--- config.mk ---
export PLATFORM = sky130hd
export DESIGN_NAME = alarm_ctrl
export DESIGN_NICKNAME = d
export VERILOG_FILES = /design/src/rtl/alarm_ctrl.sv
export SDC_FILE = /design/constraint.sdc
export NUM_CORES = 1
export LEC_CHECK = 0
export ABC_AREA = 1
export BUFFER_PORTS_ARGS = -buffer_cell sky130_fd_sc_hd__buf_2
export CORE_ASPECT_RATIO = 0.75
export CORE_MARGIN = 2
export CORE_UTILIZATION = 48
export CTS_BUF_LIST = sky130_fd_sc_hd__clkbuf_4 sky130_fd_sc_hd__clkbuf_8
export DETAILED_ROUTE_END_ITERATION = 10
export PLACE_DENSITY_LB_ADDON = 0.05
export SYNTH_ARGS = -nofsm -noshare
export SYNTH_HDL_FRONTEND = slang
export SYNTH_SLANG_ARGS = --single-unit
export TNS_END_PERCENT = 30
--- constraint.sdc ---
create_clock -name clk -period 2.1 [get_ports clk]
set_input_delay 0.105 -clock clk [delete_from_list [all_inputs] [get_ports clk]]
set_output_delay 0.105 -clock clk [all_outputs]
set_load 0.03 [all_outputs]
--- src/rtl/alarm_ctrl.sv ---
// alarm_ctrl: multi-slot alarm controller for the lab clock.
//
// Evaluates NUM_ALARMS independently enabled hh:mm slots on each minute tick
// and drives a registered buzzer. A ring stops by itself after RING_MINS
// minute ticks. Snooze silences it for SNOOZE_MINS ticks, at most MAX_SNOOZE
// times per event. Dismiss, or disabling the active slot, ends the event.
//
// Ports:
//   clk         system clock, all state on rising edge
//   reset       synchronous, active-high reset
//   tick_min    one-cycle minute pulse (tmin/thrs already hold the new minute)
//   tmin, thrs  current minutes (0..59) and hours (0..23)
//   amin, ahrs  packed slot times, slot i at bits [7i+6:7i]
//   alarm_on    per-slot enable
//   snooze      snooze request level
//   dismiss     dismiss request level
//   buzz        registered buzzer drive
//   buzz_id     slot index of the active (or last) event
//   snooze_cnt  snoozes used in the current event
//   active      high while ringing or snoozed
module alarm_ctrl #(
    parameter int NUM_ALARMS  = 4,
    parameter int RING_MINS   = 2,
    parameter int SNOOZE_MINS = 5,
    parameter int MAX_SNOOZE  = 3
) (
    input  logic                    clk,
    input  logic                    reset,
    input  logic                    tick_min,
    input  logic [6:0]              tmin,
    input  logic [6:0]              thrs,
    input  logic [7*NUM_ALARMS-1:0] amin,
    input  logic [7*NUM_ALARMS-1:0] ahrs,
    input  logic [NUM_ALARMS-1:0]   alarm_on,
    input  logic                    snooze,
    input  logic                    dismiss,
    output logic                    buzz,
    output logic [2:0]              buzz_id,
    output logic [1:0]              snooze_cnt,
    output logic                    active
);

    localparam int RW = $clog2(RING_MINS + 1);
    localparam int SW = $clog2(SNOOZE_MINS + 1);

    localparam logic [RW-1:0] RING_MAX   = RW'(RING_MINS);
    localparam logic [SW-1:0] SNOOZE_MAX = SW'(SNOOZE_MINS);
    localparam logic [1:0]    CNT_MAX    = 2'(MAX_SNOOZE);

    localparam logic [1:0] ST_IDLE = 2'd0;
    localparam logic [1:0] ST_RING = 2'd1;
    localparam logic [1:0] ST_SNZ  = 2'd2;

    logic [1:0]    state_r, state_nxt_s;
    logic [RW-1:0] ring_tmr_r, ring_nxt_s;
    logic [SW-1:0] snz_tmr_r, snz_nxt_s;
    logic [1:0]    cnt_r, cnt_nxt_s;
    logic [2:0]    id_r, id_nxt_s;
    logic          buzz_r, active_r;

    logic          match_any_s;
    logic [2:0]    match_id_s;
    logic          sel_on_s;
    logic          ring_hit_s;
    logic          snz_hit_s;
    logic          stop_s;

    // Slot compare; scanning downward leaves the lowest matching index.
    always_comb begin
        match_any_s = 1'b0;
        match_id_s  = 3'd0;
        for (int i = NUM_ALARMS - 1; i >= 0; i--) begin
            if (alarm_on[i] && (tmin == amin[7*i +: 7]) && (thrs == ahrs[7*i +: 7])) begin
                match_any_s = 1'b1;
                match_id_s  = 3'(i);
            end else begin
                match_any_s = match_any_s;
            end
        end
    end

    // Enable bit of the slot that owns the current event.
    always_comb begin
        sel_on_s = 1'b0;
        for (int i = 0; i < NUM_ALARMS; i++) begin
            if (id_r == 3'(i)) begin
                sel_on_s = alarm_on[i];
            end else begin
                sel_on_s = sel_on_s;
            end
        end
    end

    // Timer expiry is judged on the value the timer would take after this tick.
    assign ring_hit_s = ((ring_tmr_r + RW'(1)) >= RING_MAX);
    assign snz_hit_s  = ((snz_tmr_r + SW'(1)) >= SNOOZE_MAX);
    // Disabling the owning slot ends the event just like dismiss.
    assign stop_s     = dismiss || !sel_on_s;

    // Next-state and datapath decisions; priority is stop > snooze > timer.
    always_comb begin
        state_nxt_s = state_r;
        ring_nxt_s  = ring_tmr_r;
        snz_nxt_s   = snz_tmr_r;
        cnt_nxt_s   = cnt_r;
        id_nxt_s    = id_r;
        case (state_r)
            ST_IDLE: begin
                if (tick_min && match_any_s) begin
                    state_nxt_s = ST_RING;
                    id_nxt_s    = match_id_s;
                    cnt_nxt_s   = 2'd0;
                    ring_nxt_s  = '0;
                    snz_nxt_s   = '0;
                end else begin
                    state_nxt_s = ST_IDLE;
                end
            end
            ST_RING: begin
                if (stop_s) begin
                    state_nxt_s = ST_IDLE;
                    cnt_nxt_s   = 2'd0;
                    ring_nxt_s  = '0;
                    snz_nxt_s   = '0;
                end else if (snooze && (cnt_r < CNT_MAX)) begin
                    state_nxt_s = ST_SNZ;
                    cnt_nxt_s   = cnt_r + 2'd1;
                    snz_nxt_s   = '0;
                end else if (tick_min) begin
                    if (ring_hit_s) begin
                        state_nxt_s = ST_IDLE;
                        cnt_nxt_s   = 2'd0;
                        ring_nxt_s  = '0;
                        snz_nxt_s   = '0;
                    end else begin
                        ring_nxt_s  = (ring_tmr_r == RING_MAX) ? ring_tmr_r : ring_tmr_r + RW'(1);
                    end
                end else begin
                    state_nxt_s = ST_RING;
                end
            end
            ST_SNZ: begin
                if (stop_s) begin
                    state_nxt_s = ST_IDLE;
                    cnt_nxt_s   = 2'd0;
                    ring_nxt_s  = '0;
                    snz_nxt_s   = '0;
                end else if (tick_min) begin
                    if (snz_hit_s) begin
                        state_nxt_s = ST_RING;
                        ring_nxt_s  = '0;
                    end else begin
                        snz_nxt_s   = (snz_tmr_r == SNOOZE_MAX) ? snz_tmr_r : snz_tmr_r + SW'(1);
                    end
                end else begin
                    state_nxt_s = ST_SNZ;
                end
            end
            default: begin
                state_nxt_s = ST_IDLE;
                cnt_nxt_s   = 2'd0;
                ring_nxt_s  = '0;
                snz_nxt_s   = '0;
            end
        endcase
    end

    // State and output registers; outputs are decoded from the next state.
    always_ff @(posedge clk) begin
        if (reset) begin
            state_r    <= ST_IDLE;
            ring_tmr_r <= '0;
            snz_tmr_r  <= '0;
            cnt_r      <= 2'd0;
            id_r       <= 3'd0;
            buzz_r     <= 1'b0;
            active_r   <= 1'b0;
        end else begin
            state_r    <= state_nxt_s;
            ring_tmr_r <= ring_nxt_s;
            snz_tmr_r  <= snz_nxt_s;
            cnt_r      <= cnt_nxt_s;
            id_r       <= id_nxt_s;
            buzz_r     <= (state_nxt_s == ST_RING);
            active_r   <= (state_nxt_s != ST_IDLE);
        end
    end

    assign buzz       = buzz_r;
    assign buzz_id    = id_r;
    assign snooze_cnt = cnt_r;
    assign active     = active_r;

endmodule
Word-level counts from Yosys, hierarchy flattened. Cells that the tools add are included.

Order comparisons: 3. $add $sub $neg: 3. Reduce and logical (&&, ||, !) cells: 19. Muxes and demuxes: 47. Eq/ne operators: 27.

Operators with widths (count): $eq 7x7->1 (8); $mux 2 (22); $mux 3 (12); $ne 3x3->1 const B (6); $pmux 2 s3 (3); $ne 4x4->1 const B (3); $reduce_and 6->1 (2); $logic_and 1x1->1 (10); $mux 1 (9); $pmux 3 s3 (1); $eq 3x2->1 const B (2); $add 2x1->2 const B (2); $eq 2x1->1 const B (2); $eq 2x2->1 const B (2); $ne 2x2->1 const B (2); $reduce_and 4->1 (1); $add 3x1->3 const B (1); $eq 3x1->1 const B (1); $eq 3x3->1 const B (1); $ge 3x3->1 const B (1); $logic_not 3->1 (1); $ge 2x2->1 const B (1); $logic_not 2->1 (1); $lt 2x2->1 const B (1); other kinds (4) (4).

Word-level logic and storage cells: 106. Bits of input ports: 79. Register bits after elaboration: 14. Output and inout port bits: 7.

Longest topological paths before layout.
Depth after elaboration: 11. Depth in mapped cells: 14. Mapped depth without buffers: 13.

Worst setup path before layout. Ideal clock, no wire load.

Path kind: reg-to-reg. From: register snz_tmr_r[0]. To: register snz_tmr_r[0]. Data arrival time: 1.545 ns. Data required time: 1.985 ns. Setup slack: 0.440 ns. Stages on the path, launching flop included: 11. Buffers on the path: 0. Clock period less this slack: 1.660 ns. Setup time: 0.115 ns. Path through: dfxtp_1 > inv_1 > ha_1 > nor3_1 > nor2_1 > a21oi_1 > nand2_1 > a21oi_4 > nand3_1 > nand2_1 > nor2_1.

Cells in the longest elaborated chain, start to end: 6. Elaborated cells between the ends (all ways): 11. Those cells by class: add/sub: 1; order compare: 1; eq/ne: 3; mux: 5; reduce/logical: 1.

RTL lines: start: declaration (line 56) `logic [SW-1:0] snz_tmr_r, snz_nxt_s;`; start signal: assignment (line 181) `snz_tmr_r <= snz_nxt_s;`; branches (longest 6 deep; another with $add 3x1->3).

Several ways; the timed one is not identified. The select of a mux whose other input is x is not followed. A chain may end at the register's enable or synchronous reset.

Worst setup path in the final report.
From: register snz_tmr_r[0]. To: register snz_tmr_r[1].

The elaborated chain is that of the path after synthesis.

==> reports/metrics.yaml <==
ctsResizeCount: 0
reg2reg_from: "snz_tmr_r[0]"
timing.final.crit_share_pct: 91.81
cts_hold_buf: 0
worstPathCellList: "inv_1 -> ha_1 -> nor3_1 -> nor2_1 -> a21oi_1 -> nand2_1 -> a21oi_4 -> nand3_1 -> nand2_1 -> nor2_1"
cts-buffers-inserted: 3
grt_pass1_vias: 1941
ctsRootBufferMaster: "clkbuf_8"
rsz0062_at_grt: "no"
end_kind: "flip-flop"
peakVddDrop_mv: 0.2990
nFillCells: 389
syn2layout_area_growth_pct: 28.47
grt_pass1_wl_um: 8073
yosys-top-cells-area: "nand2_1 33%, dfxtp_1 14%, nor2_1 12%, inv_1 11%, xnor2_1 4.4%"
postCtsSetupRepairBufs: 0
drc: 0
worstPathMaxFanout: 6
detail-route-antenna-nets: 0
io_buffers: 84
multi_input_area_um2: 1275
clockBufferDepth: 2
fp.dieH_um: 57.06
regArea_um2: 260.3
required_ps: 2250
drtPass1Iterations: 4
cts_max_level: 1
synth_nets: 449
die_w_um: 74.75
crit_arrival_ps: 2070
first_iter_violations: 90
drive_above_1_share_pct: 25.33
ys_seq_area_share_pct: 14.44
fin_hold_ws_ps: 70.14
cts_tree: "yes"
grt_max_degree: 14
vias_per_cell: 4.472
wl_per_cell_um: 9.831
fin_crit_ps: 1928
min_to: "active"
syn_area_um2: 1802
maxCapViolCount: 0
power.density_nw_per_um2: 325.1
rows: 19
r2r_slack_ps: 170
reg2reg_depth: 10
finalHoldViolCount: 0
antenna_cells: 0
synth_cells: 364
detail_route.wirelength_um: 4935
hold_path_depth: 2
io_pins: 86
nets: 536
r2r_end: "snz_tmr_r[1]"
grt_overflow_total: 0
synth_top_cell_by_area: "nand2_1"
fmax_mhz: 518.7
grt.total_usage_pct: 24.21
routed-via-count: 2245
antenna_found_initial: 0
synth_warnings: 0
path_clk_slew_ps: 60
min_from: "reset"
start_util_pct: 49.54
crit_path_start_kind: "flip-flop"
coreArea_um2: 3637
p_leak_nw: 1.410
setup_violations: 0
synth_cell_types: 26
die_area_um2: 4265
synth_seq_cells: 13
critPathKind: "reg2reg"
cp_slowest_stage_delay_ps: 380
slew_violations: 0
fin_tns_setup_ps: 0
hold_class: "in2reg"
postSynthAreaPerCell_um2: 4.950
layout_commonest_cell: "nand2_1"
cp_slowest_cell: "dfxtp_1"
postLayoutCoreUtil_pct: 63.64
outcome: "finished, final reports clean"
finClkSkew_ps: 1.064
dp_hpwl_um: 4217
clock_latency_ps: 250
place_congestion: 0.8346
clock_sinks: 13
final_cell_mix: "156 x nand2_1, 84 x buf_2, 57 x nor2_1"
netlist.area_leader.share_pct: 32.50
[cell usage after synthesis, drive strengths merged]
| master | count |
|---|---|
| dfxtp | 13 |
| buf | 2 |
| nand2 | 158 |
| ha | 6 |
| nor2 | 63 |
| o211a | 1 |
| xnor2 | 9 |
| inv | 65 |
| or2 | 1 |
| nand3 | 13 |
| conb | 1 |
| clkinv | 1 |
| o21ai | 16 |
| o21a | 1 |
| a21oi | 11 |
| a31o | 1 |
| nor3 | 2 |
[layer usage]
metal  routed length (um)  share of wire (%)  vias to the layer above  GRT usage [%]
li1                     -                  -                     1254              -
met1                 2722                 55                      911          36.65
met2                 1851                 38                       73          36.28
met3                  316                6.4                        7          4.594
met4                   44               0.89                        0          3.827
met5                    0                  0                        -              0
[power breakdown]
group	switching, mW	leakage, nW	internal, mW
Combinational	0.155	1.28	0.118
Clock	0.100	0.0255	0.132
Sequential	0.000119	0.105	0.247
Total	0.256	1.41	0.497
[logic make-up after synthesis]
| group | count (synthesis) | synth area share [%] |
|---|---|---|
| flops | 13 | 14.44 |
| xor+xnor | 9 | 4.375 |
| other cells | 1 | 0.2081 |
| compound gates | 30 | 9.792 |
| buf+inv | 68 | 14.79 |
| fa+ha+maj | 6 | 4.167 |
| simple gates | 237 | 52.22 |
[worst max path at each step]
stage,startpoint,end,slack [ps],cells past startpoint
after floorplan,snz_tmr_r[0],snz_tmr_r[0],440,10
after global placement,snz_tmr_r[0],snz_tmr_r[0],350,10
after detailed placement,snz_tmr_r[0],snz_tmr_r[1],290,10
after CTS,snz_tmr_r[0],snz_tmr_r[1],210,10
after global routing,snz_tmr_r[0],snz_tmr_r[1],20,10
final,snz_tmr_r[0],snz_tmr_r[1],170,10
[flip-flops by register name, summed over array words and instances, names as in the netlist]
| name | count |
|---|---|
| active | 1 |
| buzz | 1 |
| buzz_id | 2 |
| ring_tmr_r | 2 |
| snooze_cnt | 2 |
| snz_tmr_r | 3 |
| state_r | 2 |
[metrics by stage]
stage          area [um2]  cells  setup slack (ps)  power [mW]
2_1_floorplan        1802    364             440.2      0.3969
3_3_place_gp         2268    498             346.9      0.5215
3_5_place_dp         2268    498             292.9      0.5244
4_1_cts              2315    502             207.5      0.7573
5_1_grt              2315    502             23.34      0.8087
6_report             2315    502             171.9      0.7524
[layout make-up]
class,count,area share [%]
multi-input cells,283,55.08
repair buffers,84,18.16
flip-flops and latches,13,11.24
inverters,66,10.70
well taps,52,2.811
clock buffers,3,1.784
clock inverters,1,0.2162
[worst max-delay path, delay by kind of cell, from the launching register on]
kind	cells	cell delay, ps
simple gates	6	670
fa+ha+maj	1	320
buf+inv	1	90
flops	1	380
compound gates	2	360
(Power assumes the default switching activity.)
